File: src/rtl/alu_pkg.sv
// Shared ALU control types, opcode/select constants and the opcode decoder
// used by the decode stage in front of the ALU.
package alu_pkg;

    typedef struct packed {
        logic       pre_x_en;
        logic       pre_x_sub;
        logic       pre_y_en;
        logic       pre_y_sub;
        logic       mul_x_en;
        logic [2:0] mul_x_sel;
        logic       mul_y_en;
        logic [2:0] mul_y_sel;
        logic       post_en;
        logic       post_sub;
    } alu_ctrl_t;

    localparam logic [2:0] SEL_X0  = 3'd0;
    localparam logic [2:0] SEL_X1  = 3'd1;
    localparam logic [2:0] SEL_SQ  = 3'd2;
    localparam logic [2:0] SEL_C   = 3'd3;
    localparam logic [2:0] SEL_ONE = 3'd4;

    localparam logic [7:0] OP_NOP    = 8'h00;
    localparam logic [7:0] OP_DOT2   = 8'h01;
    localparam logic [7:0] OP_MAC    = 8'h02;
    localparam logic [7:0] OP_MULX   = 8'h03;
    localparam logic [7:0] OP_MULY   = 8'h04;
    localparam logic [7:0] OP_SUMSQ  = 8'h05;
    localparam logic [7:0] OP_DIFSQ  = 8'h06;
    localparam logic [7:0] OP_DET2   = 8'h07;
    localparam logic [7:0] OP_SQDIFF = 8'h08;
    localparam logic [7:0] OP_ADD    = 8'h09;
    localparam logic [7:0] OP_PMUL   = 8'h0A;
    localparam logic [7:0] OP_PMULB  = 8'h0B;
    localparam logic [7:0] OP_MACC   = 8'h0C;
    localparam logic [7:0] OP_CROSS  = 8'h0D;
    localparam logic [7:0] OP_LERPX  = 8'h0E;
    localparam logic [7:0] OP_LERPY  = 8'h0F;

    function automatic logic is_legal_op(input logic [7:0] op);
        return (op <= OP_LERPY);
    endfunction

    // Unlisted opcodes (NOP and anything illegal) fall back to the default ctrl.
    function automatic alu_ctrl_t decode_op(input logic [7:0] op);
        alu_ctrl_t c;
        c           = '0;
        c.mul_x_sel = SEL_X1;
        c.mul_y_sel = SEL_X1;
        case (op)
            OP_DOT2, OP_MAC, OP_MULX, OP_MULY, OP_MACC: begin
                c.mul_x_en = 1'b1;
                c.mul_y_en = 1'b1;
                c.post_en  = 1'b1;
            end
            OP_SUMSQ, OP_DIFSQ: begin
                c.pre_x_en  = 1'b1;
                c.pre_y_en  = 1'b1;
                c.pre_x_sub = (op == OP_DIFSQ);
                c.pre_y_sub = (op == OP_DIFSQ);
                c.mul_x_en  = 1'b1;
                c.mul_y_en  = 1'b1;
                c.mul_x_sel = SEL_ONE;
                c.mul_y_sel = SEL_ONE;
            end
            OP_DET2, OP_CROSS: begin
                c.mul_x_en = 1'b1;
                c.mul_y_en = 1'b1;
                c.post_en  = 1'b1;
                c.post_sub = 1'b1;
            end
            OP_SQDIFF: begin
                c.pre_x_en  = 1'b1;
                c.pre_x_sub = 1'b1;
                c.pre_y_en  = 1'b1;
                c.pre_y_sub = 1'b1;
                c.mul_x_en  = 1'b1;
                c.mul_y_en  = 1'b1;
                c.mul_x_sel = SEL_SQ;
                c.mul_y_sel = SEL_SQ;
                c.post_en   = 1'b1;
                c.post_sub  = 1'b1;
            end
            OP_ADD: begin
                c.pre_x_en = 1'b1;
                c.post_en  = 1'b1;
            end
            OP_PMUL, OP_PMULB: begin
                c.mul_x_en = 1'b1;
                c.mul_y_en = 1'b1;
            end
            OP_LERPX: begin
                c.mul_x_en  = 1'b1;
                c.mul_x_sel = SEL_ONE;
                c.pre_y_en  = 1'b1;
                c.pre_y_sub = 1'b1;
                c.mul_y_en  = 1'b1;
                c.mul_y_sel = SEL_C;
                c.post_en   = 1'b1;
            end
            OP_LERPY: begin
                c.pre_x_en  = 1'b1;
                c.pre_x_sub = 1'b1;
                c.mul_x_en  = 1'b1;
                c.mul_x_sel = SEL_C;
                c.mul_y_en  = 1'b1;
                c.mul_y_sel = SEL_ONE;
                c.post_en   = 1'b1;
            end
            default: ;
        endcase
        return c;
    endfunction

endpackage

File: src/rtl/cmd_fifo.sv
// Generic synchronous FIFO with a synchronous flush. Head word is read straight
// from the array so a pushed entry is visible on the cycle after the push.
module cmd_fifo #(
    parameter int WIDTH = 8,
    parameter int DEPTH = 2
) (
    input  logic             clk,
    input  logic             rst,
    input  logic             flush,
    input  logic             push,
    input  logic [WIDTH-1:0] wdata,
    input  logic             pop,
    output logic [WIDTH-1:0] rdata,
    output logic             full,
    output logic             empty
);

    localparam int PTR_W = $clog2(DEPTH);
    localparam int CNT_W = PTR_W + 1;

    logic [WIDTH-1:0] mem [DEPTH];

    logic [PTR_W-1:0] wr_ptr_q, wr_ptr_d;
    logic [PTR_W-1:0] rd_ptr_q, rd_ptr_d;
    logic [CNT_W-1:0] count_q, count_d;
    logic             push_ok;
    logic             pop_ok;

    assign full    = (count_q == CNT_W'(DEPTH));
    assign empty   = (count_q == '0);
    assign push_ok = push && !full && !flush;
    assign pop_ok  = pop && !empty && !flush;
    assign rdata   = mem[rd_ptr_q];

    always_comb begin
        wr_ptr_d = wr_ptr_q;
        rd_ptr_d = rd_ptr_q;
        count_d  = count_q;
        if (flush) begin
            wr_ptr_d = '0;
            rd_ptr_d = '0;
            count_d  = '0;
        end else begin
            if (push_ok) begin
                wr_ptr_d = wr_ptr_q + PTR_W'(1);
            end
            if (pop_ok) begin
                rd_ptr_d = rd_ptr_q + PTR_W'(1);
            end
            case ({push_ok, pop_ok})
                2'b10:   count_d = count_q + CNT_W'(1);
                2'b01:   count_d = count_q - CNT_W'(1);
                default: count_d = count_q;
            endcase
        end
    end

    always_ff @(posedge clk) begin
        if (rst) begin
            wr_ptr_q <= '0;
            rd_ptr_q <= '0;
            count_q  <= '0;
        end else begin
            wr_ptr_q <= wr_ptr_d;
            rd_ptr_q <= rd_ptr_d;
            count_q  <= count_d;
        end
    end

    // Storage is deliberately unreset so it maps onto plain RAM.
    always_ff @(posedge clk) begin
        if (push_ok) begin
            mem[wr_ptr_q] <= wdata;
        end
    end

endmodule

File: src/rtl/decode_pipe.sv
// Buffered ALU decode stage: decodes RX commands, routes operands, queues them
// for the ALU and drops/counts illegal opcodes.
module decode_pipe
    import alu_pkg::*;
#(
    parameter int DATA_W    = 8,
    parameter int DEPTH     = 2,
    parameter int ERR_CNT_W = 8
) (
    input  logic                 clk,
    input  logic                 rst,
    input  logic                 flush,
    input  logic                 rx_valid,
    output logic                 rx_ready,
    input  logic [7:0]           op,
    input  logic [DATA_W-1:0]    a1,
    input  logic [DATA_W-1:0]    a2,
    input  logic [DATA_W-1:0]    b1,
    input  logic [DATA_W-1:0]    b2,
    output logic                 cmd_valid,
    input  logic                 cmd_ready,
    output alu_ctrl_t            ctrl,
    output logic [DATA_W-1:0]    x0,
    output logic [DATA_W-1:0]    x1,
    output logic [DATA_W-1:0]    y0,
    output logic [DATA_W-1:0]    y1,
    output logic                 err_illegal,
    output logic [ERR_CNT_W-1:0] err_count
);

    localparam int CTRL_W  = $bits(alu_ctrl_t);
    localparam int ENTRY_W = CTRL_W + 4 * DATA_W;

    logic                 legal;
    alu_ctrl_t            dec_ctrl;
    logic [DATA_W-1:0]    r_x0, r_x1, r_y0, r_y1;
    logic [ENTRY_W-1:0]   push_data;
    logic [ENTRY_W-1:0]   head_data;
    logic                 fifo_full;
    logic                 fifo_empty;
    logic                 push;
    logic                 pop;

    logic                 err_illegal_q, err_illegal_d;
    logic [ERR_CNT_W-1:0] err_count_q, err_count_d;

    always_comb begin
        legal    = is_legal_op(op);
        dec_ctrl = decode_op(op);
        r_x0     = a1;
        r_x1     = a2;
        r_y0     = b1;
        r_y1     = b2;
        // Cross-lane routing for the pair-multiply and cross-product forms.
        if (op == OP_PMULB) begin
            r_y1 = a2;
        end else if (op == OP_CROSS) begin
            r_x1 = b2;
            r_y1 = a2;
        end
    end

    assign push_data = {dec_ctrl, r_x0, r_x1, r_y0, r_y1};

    // rx_ready only looks at registered occupancy and flush, never cmd_ready.
    assign rx_ready  = !fifo_full && !flush;
    assign push      = rx_valid && rx_ready && legal;
    assign cmd_valid = !fifo_empty;
    assign pop       = cmd_valid && cmd_ready;

    cmd_fifo #(
        .WIDTH (ENTRY_W),
        .DEPTH (DEPTH)
    ) u_cmd_fifo (
        .clk   (clk),
        .rst   (rst),
        .flush (flush),
        .push  (push),
        .wdata (push_data),
        .pop   (pop),
        .rdata (head_data),
        .full  (fifo_full),
        .empty (fifo_empty)
    );

    assign {ctrl, x0, x1, y0, y1} = head_data;

    // rx_ready already folds in flush, so a flushed illegal offer is ignored.
    always_comb begin
        err_illegal_d = rx_valid && rx_ready && !legal;
        err_count_d   = err_count_q;
        if (err_illegal_d && (err_count_q != '1)) begin
            err_count_d = err_count_q + ERR_CNT_W'(1);
        end
    end

    always_ff @(posedge clk) begin
        if (rst) begin
            err_illegal_q <= 1'b0;
            err_count_q   <= '0;
        end else begin
            err_illegal_q <= err_illegal_d;
            err_count_q   <= err_count_d;
        end
    end

    assign err_illegal = err_illegal_q;
    assign err_count   = err_count_q;

endmodule

File: config.mk
export PLATFORM = sky130hd
export DESIGN_NAME = decode_pipe
export DESIGN_NICKNAME = d
export VERILOG_FILES = /design/src/rtl/alu_pkg.sv /design/src/rtl/cmd_fifo.sv /design/src/rtl/decode_pipe.sv
export SDC_FILE = /design/constraint.sdc
export NUM_CORES = 1
export LEC_CHECK = 0
export CORE_UTILIZATION = 28
export DETAILED_ROUTE_END_ITERATION = 12
export PLACE_DENSITY = 0.5
export SYNTH_ARGS = -nofsm -noshare
export SYNTH_HDL_FRONTEND = slang
export SYNTH_SLANG_ARGS = --single-unit
File: constraint.sdc
create_clock -name clk -period 4 [get_ports clk]
set_input_delay 0.6 -clock clk [delete_from_list [all_inputs] [get_ports clk]]
set_output_delay 0.6 -clock clk [all_outputs]
set_load 0.02 [all_outputs]
# Word level (Yosys, flattened, before mapping)
# Memory sizes are Yosys's and may differ from the RTL's. A register that Yosys moved wholly into a read port is not among the register bits.
# Index checks and enable logic that the tools add are counted.
# op_classes
n_mul	0
n_addsub	5
order_cmp	1
eq_ne	19
muxes	17
div_mod_pow	0
reduce_logical	26
n_bitwise	0
shift	0
# ops
op	n
equality test 8 x 4 -> 1 bit, second input constant	8
equality test 8 x 3 -> 1 bit, second input constant	4
2-to-1 mux 8 bit	4
case mux 3 bit (3 select lines)	2
equality test 8 x 2 -> 1 bit, second input constant	2
OR reduction 14 bit	1
OR reduction 11 bit	1
logical AND 1 bit	10
OR reduction 3 bit	3
adder 8 x 1 -> 8 bit, second input constant	1
equality test 8 x 1 -> 1 bit, second input constant	1
less-or-equal comparator 8 x 4 -> 1 bit, second input constant	1
2-to-1 mux 1 bit	8
!= test 8 bit, second input constant	1
case mux 2 bit (2 select lines)	2
OR reduction 2 bit	4
OR reduction 5 bit	1
equality test 2 bit, second input constant	2
zero test 1 bit	4
adder 1 bit, second input constant	2
adder 2 x 1 -> 2 bit, second input constant	1
equality test 2 x 1 -> 1 bit, second input constant	1
zero test 2 bit	1
case mux 1 bit (2 select lines)	1
2 further kinds	2
# word_totals
register_bits	13
inputBits	45
latch_bits	0
out_inout_bits	57
mem_bits_rw	92
n_memories	1
wordCells	74
mem_bits_ro	0
# mem_list
memory	words	width	read_ports	rd_ports_with_merged_regs	write_ports	line_no	text
u_cmd_fifo.mem	2	46	1	1	1	cmd_fifo.sv:21	logic [WIDTH-1:0] mem [DEPTH];

# Longest topological paths before layout
# Gate-level depths: netlist (run 1).
# logic_depth
word_depth	9
depth_mapped	8
ltp_nobuf	8

# Modules after synthesis
# From an unflattened synthesis (run 1), not the netlist that was laid out.
# hier_totals
hier_cells	284
area_unflattened_um2	4456.8
# by_module_without_submodules
module	cells_each	seq_area_each_um2	area_each_um2	n_inst
cmd_fifo	171	2862.7	3537.1	1
decode_pipe	113	180.2	919.6	1

# Worst setup path before layout (run 1)
# OpenSTA, ideal clock, no wires.
# synth_path
kind	input port to flip-flop
startpoint	input op[7]
endpoint	memory u_cmd_fifo.mem[0][0] in the netlist's numbering (enable)
cell_stages	3
setup_ps	448
slack_ps	383
t_required_ps	3552
t_arrival_ps	3169
path_cell_list	nor4_4 nand4b_1 nor2_1
# synth_between
elab_chain_len	6
# synth_lines
item	line_no	text
from (decl)	decode_pipe.sv:15	input logic [7:0] op,
less-or-equal comparator 8 x 4 -> 1 bit	alu_pkg.sv:42	return (op <= OP_LERPY);
logical AND 1 bit	decode_pipe.sv:67	assign push = rx_valid && rx_ready && legal;
logical AND 1 bit (2 in series)	cmd_fifo.sv:31	assign push_ok = push && !full && !flush;
2-to-1 mux 1 bit	cmd_fifo.sv:72	if (push_ok) begin
2-to-1 mux 1 bit (not written as such)	cmd_fifo.sv:73	mem[wr_ptr_q] <= wdata;
to (decl)	cmd_fifo.sv:21	
# Every way passes these cells.

==> impl_metrics.ini, run 1 <==
[run_status]
status = complete, no violations

[clock_network]
clk_path_buf_depth = 2
insertion_delay_ns = 0.35
clock_tree.root_cell = clkbuf_16
post_cts_buffers = 0
cts_tree = built
ctsResizeCount = 0
htree_levels = 3
clock_sinks = 104
cts_buffers = 9
clkSlewWorstSetupHoldPaths_ns = 0.07
cts_hold_buffers = 0

[critical_path]
r2r-start = u_cmd_fifo.count_q[0]
arrival_ns = 2.45
r2r_slack_ns = 2.03
worst-setup-path-type = flop to primary output
crit_required_ns = 3.40
reg2reg_depth = 4
end_kind = primary output
critPathLaunchType = flop
rr_endpoint = u_cmd_fifo.mem[0][27]
worstPathMaxFanout = 27

[sta]
fmax_mhz = 327
hold_violations = 0
setup_viol = 0
finClkSkew_ns = 0.00942
slew_headroom = 0.582
min_period_over_period = 0.764
period_needed_ns = 3.05
rsz0062_at_grt = false
setup_slack_ns = 0.945
report.final.slew_viol_count = 0
tns_ns = 0
worst_slew_pin_slew_ns = 0.627

[pwr]
p_leak_uw = 0.00194
peakVddDrop_uv = 213
finalPower_uw = 2190
p_per_area_nw_per_um2 = 367

[floorplan]
boundaryPins = 102
start_util = 0.289
core_um2 = 15300
die_area_um2 = 16300
die_y_um = 128
die-width_um = 128
rows = 45

[synthesis]
synth_flop_cell = edfxtp_1
synthArstFlopShare = 0
synth-seq-cells = 104
ys_seq_area_frac = 0.673
syn_avg_cell_area_um2 = 15.5
synth-edff-count = 90
synth_compound_area_frac = 0.0336
yosys.area_share.adder = 0.00565
ys_warn_count = 0
syn_area_um2 = 4430
synth_cells = 286
synth_top_family_by_area = multiplexers
synth_simple_gate_area_frac = 0.0830
syn-num-nets = 333
synthMuxAreaShare = 0.167
yosys.area_share.xor_xnor = 0.0178
yosys.cell_types.count = 41

[drt]
post_drt_wl_per_cell_um = 15.6
dr.pass1.iters = 4
drt_iter0_drc = 145
drt_wl_total_um = 9360
ant_nets = 0
drcViolationCount = 0
vias = 2726
routed_via_density = 4.54

[finish]
finalInstanceArea_um2 = 5980
area_growth_pct = 34.8
antenna_cells = 0
layout_commonest_cell = clkdlybuf4s50_1
fill_cells = 1478
final_util = 0.390
drive_above_1_share = 0.228
nets = 432
layout_common_cells = clkdlybuf4s50_1 (101), edfxtp_1 (90), mux2_2 (55)

[placement]
io_buffers = 101
hpwlAfterDp_um = 6220
postPlaceCellArea_um2 = 5670
pre_cts_slack_ns = 0.926
gp_congestion = 0.774

[grt]
grt_pass1_vias = 2638
grt_max_degree = 46
grtUsageTotal = 0.120
grt_pass1_wl_um = 14400
grt_antenna_before_repair = 0
grt-ovfl-total = 0

[worst_hold_path]
min_path_cells = 2
hp-start = err_count[6]
min_to = err_count[6]
hp-class = flop to flop

[flow_run]
maxCapViolCount = 0
## how the worst max path moves through the flow
stage | start | to | slack [ns] | depth (start not counted)
detailed placement | op[7] | u_cmd_fifo.mem[0][28] | 0.93 | 5
floorplan | op[7] | u_cmd_fifo.mem[0][0] | 0.38 | 3
finish | flop | ctrl[8] | 0.95 | 3
global placement | op[7] | u_cmd_fifo.mem[1][28] | 0.97 | 5
CTS | flop | ctrl[8] | 0.87 | 3
global route | flop | y1[1] | 0.81 | 3
## cell type report
type,count,area (µm²),share of cell area
multi-input combinational,162,1380,0.230
timing repair buffer,104,1030,0.173
inverter,4,15.0,0.00251
clock buffer,9,225,0.0377
clock inverter,7,78.8,0.0132
tap,211,264,0.0442
sequential,104,2980,0.499
## report_power, final
group	internal (µW)	total (µW)	switching, µW	leakage [µW]
registers	1180	1180	2.15	0.000937
clock network	492	886	395	0.000146
logic	69.3	124	54.9	0.000857
total	1740	2190	452	0.00194
## Yosys cell counts, types with 2 or more instances
master	number	area (µm²)
a211oi_1	2	15.0
a21oi_1	11	55.1
and4_1	2	17.5
buf_1	3	11.3
buf_2	2	10.0
clkbuf_1	9	33.8
dfxtp_1	14	280
edfxtp_1	90	2700
ha_1	2	25.0
inv_1	4	15.0
mux2_2	55	619
mux2_4	8	120
nand2_1	11	41.3
nand2b_1	4	25.0
nand3_1	4	20.0
nor2_1	11	41.3
nor2b_1	5	31.3
nor3_1	7	35.0
o21ai_0	6	30.0
o31ai_1	3	22.5
or3_1	3	18.8
or4_1	4	30.0
xnor2_1	5	43.8
xor2_1	4	35.0
## state kept, by name (all words and copies together), names as in the netlist, named ones only
| name | flops |
|---|---|
| err_illegal | 1 |
| u_cmd_fifo.wr_ptr_q | 1 |
| u_cmd_fifo.rd_ptr_q | 1 |
| u_cmd_fifo.mem | 90 |
| err_count | 8 |
| u_cmd_fifo.count_q | 2 |
## stage by stage
stage,hold WS [ns],std cells
finish,0.496,601
global route,0.535,601
CTS,0.492,601
detailed placement,0.479,585
global placement,0.470,585
floorplan,0.520,286
## layer usage
layer | vias to the layer above | routed length [µm] | track usage
met5 | - | 0 | 0
met3 | 11 | 712 | 0.0488
met1 | 1344 | 4280 | 0.157
met4 | 0 | 114 | 0.0332
li1 | 1276 | - | -
met2 | 95 | 4260 | 0.183
## worst max-delay path, stage by stage (launching register included)
cell             delay [ns]
dfxtp_2                0.66
buf_4                  0.46
mux2_2                 0.38
clkdlybuf4s50_1        0.60
## logic make-up (layout without fill, tap and decap cells)
group | count (synthesis) | after routing
AO/OA/AOI/OAI | 25 | 25
buffers and inverters | 20 | 124
XOR/XNOR | 9 | 9
AND/OR/NAND/NOR | 63 | 63
multiplexers | 63 | 63
flip-flops | 104 | 104
adder cells (fa/ha/maj) | 2 | 2
Note: power is estimated with default switching activity, not from simulation.
==> run 2: changes to the inputs <==
- clock period: 4 -> 2.9 ns (I/O delays scaled with it)
==> run 2 against run 1 <==
  * Clock power rose by 28%
  * First-iteration DRC count rose by 37%
  * Power grew 34%
  * Sequential cell count unchanged
  * Clock skew down 0.0029 ns
  * Sequential power grew 38%
  * Final area rose by 0.96%
  * Count of clock-buffer cells in the layout is the same
  * Sequential share of layout area shrank 0.48 points
  * Combinational power is 43% higher
  * Die area did not move
  * Critical path type unchanged
==> impl_metrics.ini, run 2 (same netlist as run 1, synthesis figures left out) <==
[critical_path]
crit_required_ns = 2.47
worstPathMaxFanout = 37
critPathLaunchType = flop
worst-setup-path-type = flop to primary output
end_kind = primary output
arrival_ns = 2.08

[drt]
drt_iter0_drc = 198
wl_met1_um = 4450
ant_nets = 0
drt_wl_total_um = 9420
routed_via_density = 4.44
top_layer = met4
vias = 2701
drcViolationCount = 0
dr.pass1.iters = 5
post_drt_wl_per_cell_um = 15.5
met2_length_um = 4270
dr_wl_met3_um = 586

[floorplan]
core_um2 = 15300
start_util = 0.289
die_y_um = 128
rows = 45
boundaryPins = 102
die_area_um2 = 16300
die-width_um = 128

[clock_network]
clock_tree.root_cell = clkbuf_16
clkSlewWorstSetupHoldPaths_ns = 0.07
cts_tree = built
post_cts_buffers = 0
cts_hold_buffers = 0
clock_sinks = 104
htree_levels = 3
clk_path_buf_depth = 2
insertion_delay_ns = 0.35
cts_buffers = 9
ctsResizeCount = 0

[placement]
hpwlAfterDp_um = 6240
io_buffers = 101
gp_congestion = 0.684
pre_cts_slack_ns = 0.253

[finish]
fill_cells = 1491
antenna_cells = 0
nets = 439
drive_above_1_share = 0.242
top_register = u_cmd_fifo.mem
final_util = 0.394
layout_commonest_cell = clkdlybuf4s50_1
largest_reg_flops = 90
area_growth_pct = 36.1
layout_common_cells = clkdlybuf4s50_1 (101), edfxtp_1 (90), mux2_2 (55)

[grt]
grt_pass1_wl_um = 14900
grt-ovfl-total = 0
grt_pass1_vias = 2756
grtUsageTotal = 0.123
grt_max_degree = 46
grt_antenna_before_repair = 0

[sta]
setup_slack_ns = 0.384
hold_violations = 0
finClkSkew_ns = 0.00650
rsz0062_at_grt = false
period_needed_ns = 2.52
report.final.slew_viol_count = 0
setup_viol = 0
fmax_mhz = 397
worst_slew_pin_slew_ns = 0.584
slew_headroom = 0.610
min_period_over_period = 0.868

[pwr]
p_per_area_nw_per_um2 = 486
p_leak_uw = 0.00197
finalPower_uw = 2930
peakVddDrop_uv = 239

[worst_hold_path]
hp-class = flop to flop

[flow_run]
maxCapViolCount = 0

[run_status]
status = complete, no violations
## run 2: cell types whose count changed in the layout (fill, tap and decap cells not counted)
cell,delta
clkinv_4,-2
bufinv_16,-1
buf_4,+4
buf_12,+3
clkinvlp_4,+1
inv_8,-1
clkinv_2,+2
inv_6,+1
## run 2: cell type report
class / count / area (µm²) / area share
flip-flops and latches: 104 / 2980 / 0.495
well taps: 211 / 264 / 0.0438
clock buffers: 9 / 225 / 0.0373
inverters: 4 / 15.0 / 0.00249
clock inverters: 7 / 46.3 / 0.00767
multi-input cells: 162 / 1380 / 0.228
repair buffers: 111 / 1120 / 0.186
## run 2: routing by layer
layer  global-route usage  vias to the layer above
li1                     -                     1299
met1                0.159                     1306
met2                0.190                       85
met3               0.0455                       11
met4               0.0394                        0
met5                    0                        -
## run 2: path summary, 6_finish.rpt
kind | from | endpoint | slack [ns] | cells after the start
setup / recovery | flop | ctrl[8] | 0.38 | 3
hold reg to reg | err_count[6] | err_count[6] | 0.49 | 2
setup reg to reg | u_cmd_fifo.count_q[0] | err_count[5] | 1.05 | 4
hold / removal | err_count[6] | err_count[6] | 0.49 | 2
## run 2: worst max-delay path, cell delays in order, from the launching register on
cell	delay, ns
dfxtp_2	0.48
buf_12	0.28
mux2_2	0.37
clkdlybuf4s50_1	0.59
## run 2: per-stage QoR
step | cells | hold slack [ns] | instance area, µm² | setup TNS [ns]
after floorplan | 286 | 0.512 | 4430 | -49.67
after global placement | 592 | 0.478 | 5760 | 0
after detailed placement | 592 | 0.483 | 5760 | 0
after CTS | 608 | 0.496 | 6030 | 0
after global routing | 608 | 0.532 | 6030 | 0
final | 608 | 0.490 | 6030 | 0
## run 2: power breakdown
group | internal, µW | total, µW | leakage, µW | switching (µW)
registers | 1620 | 1630 | 0.000937 | 3.11
logic | 100 | 177 | 0.000900 | 77.1
clock network | 582 | 1130 | 0.000130 | 543
total | 2310 | 2930 | 0.00197 | 623
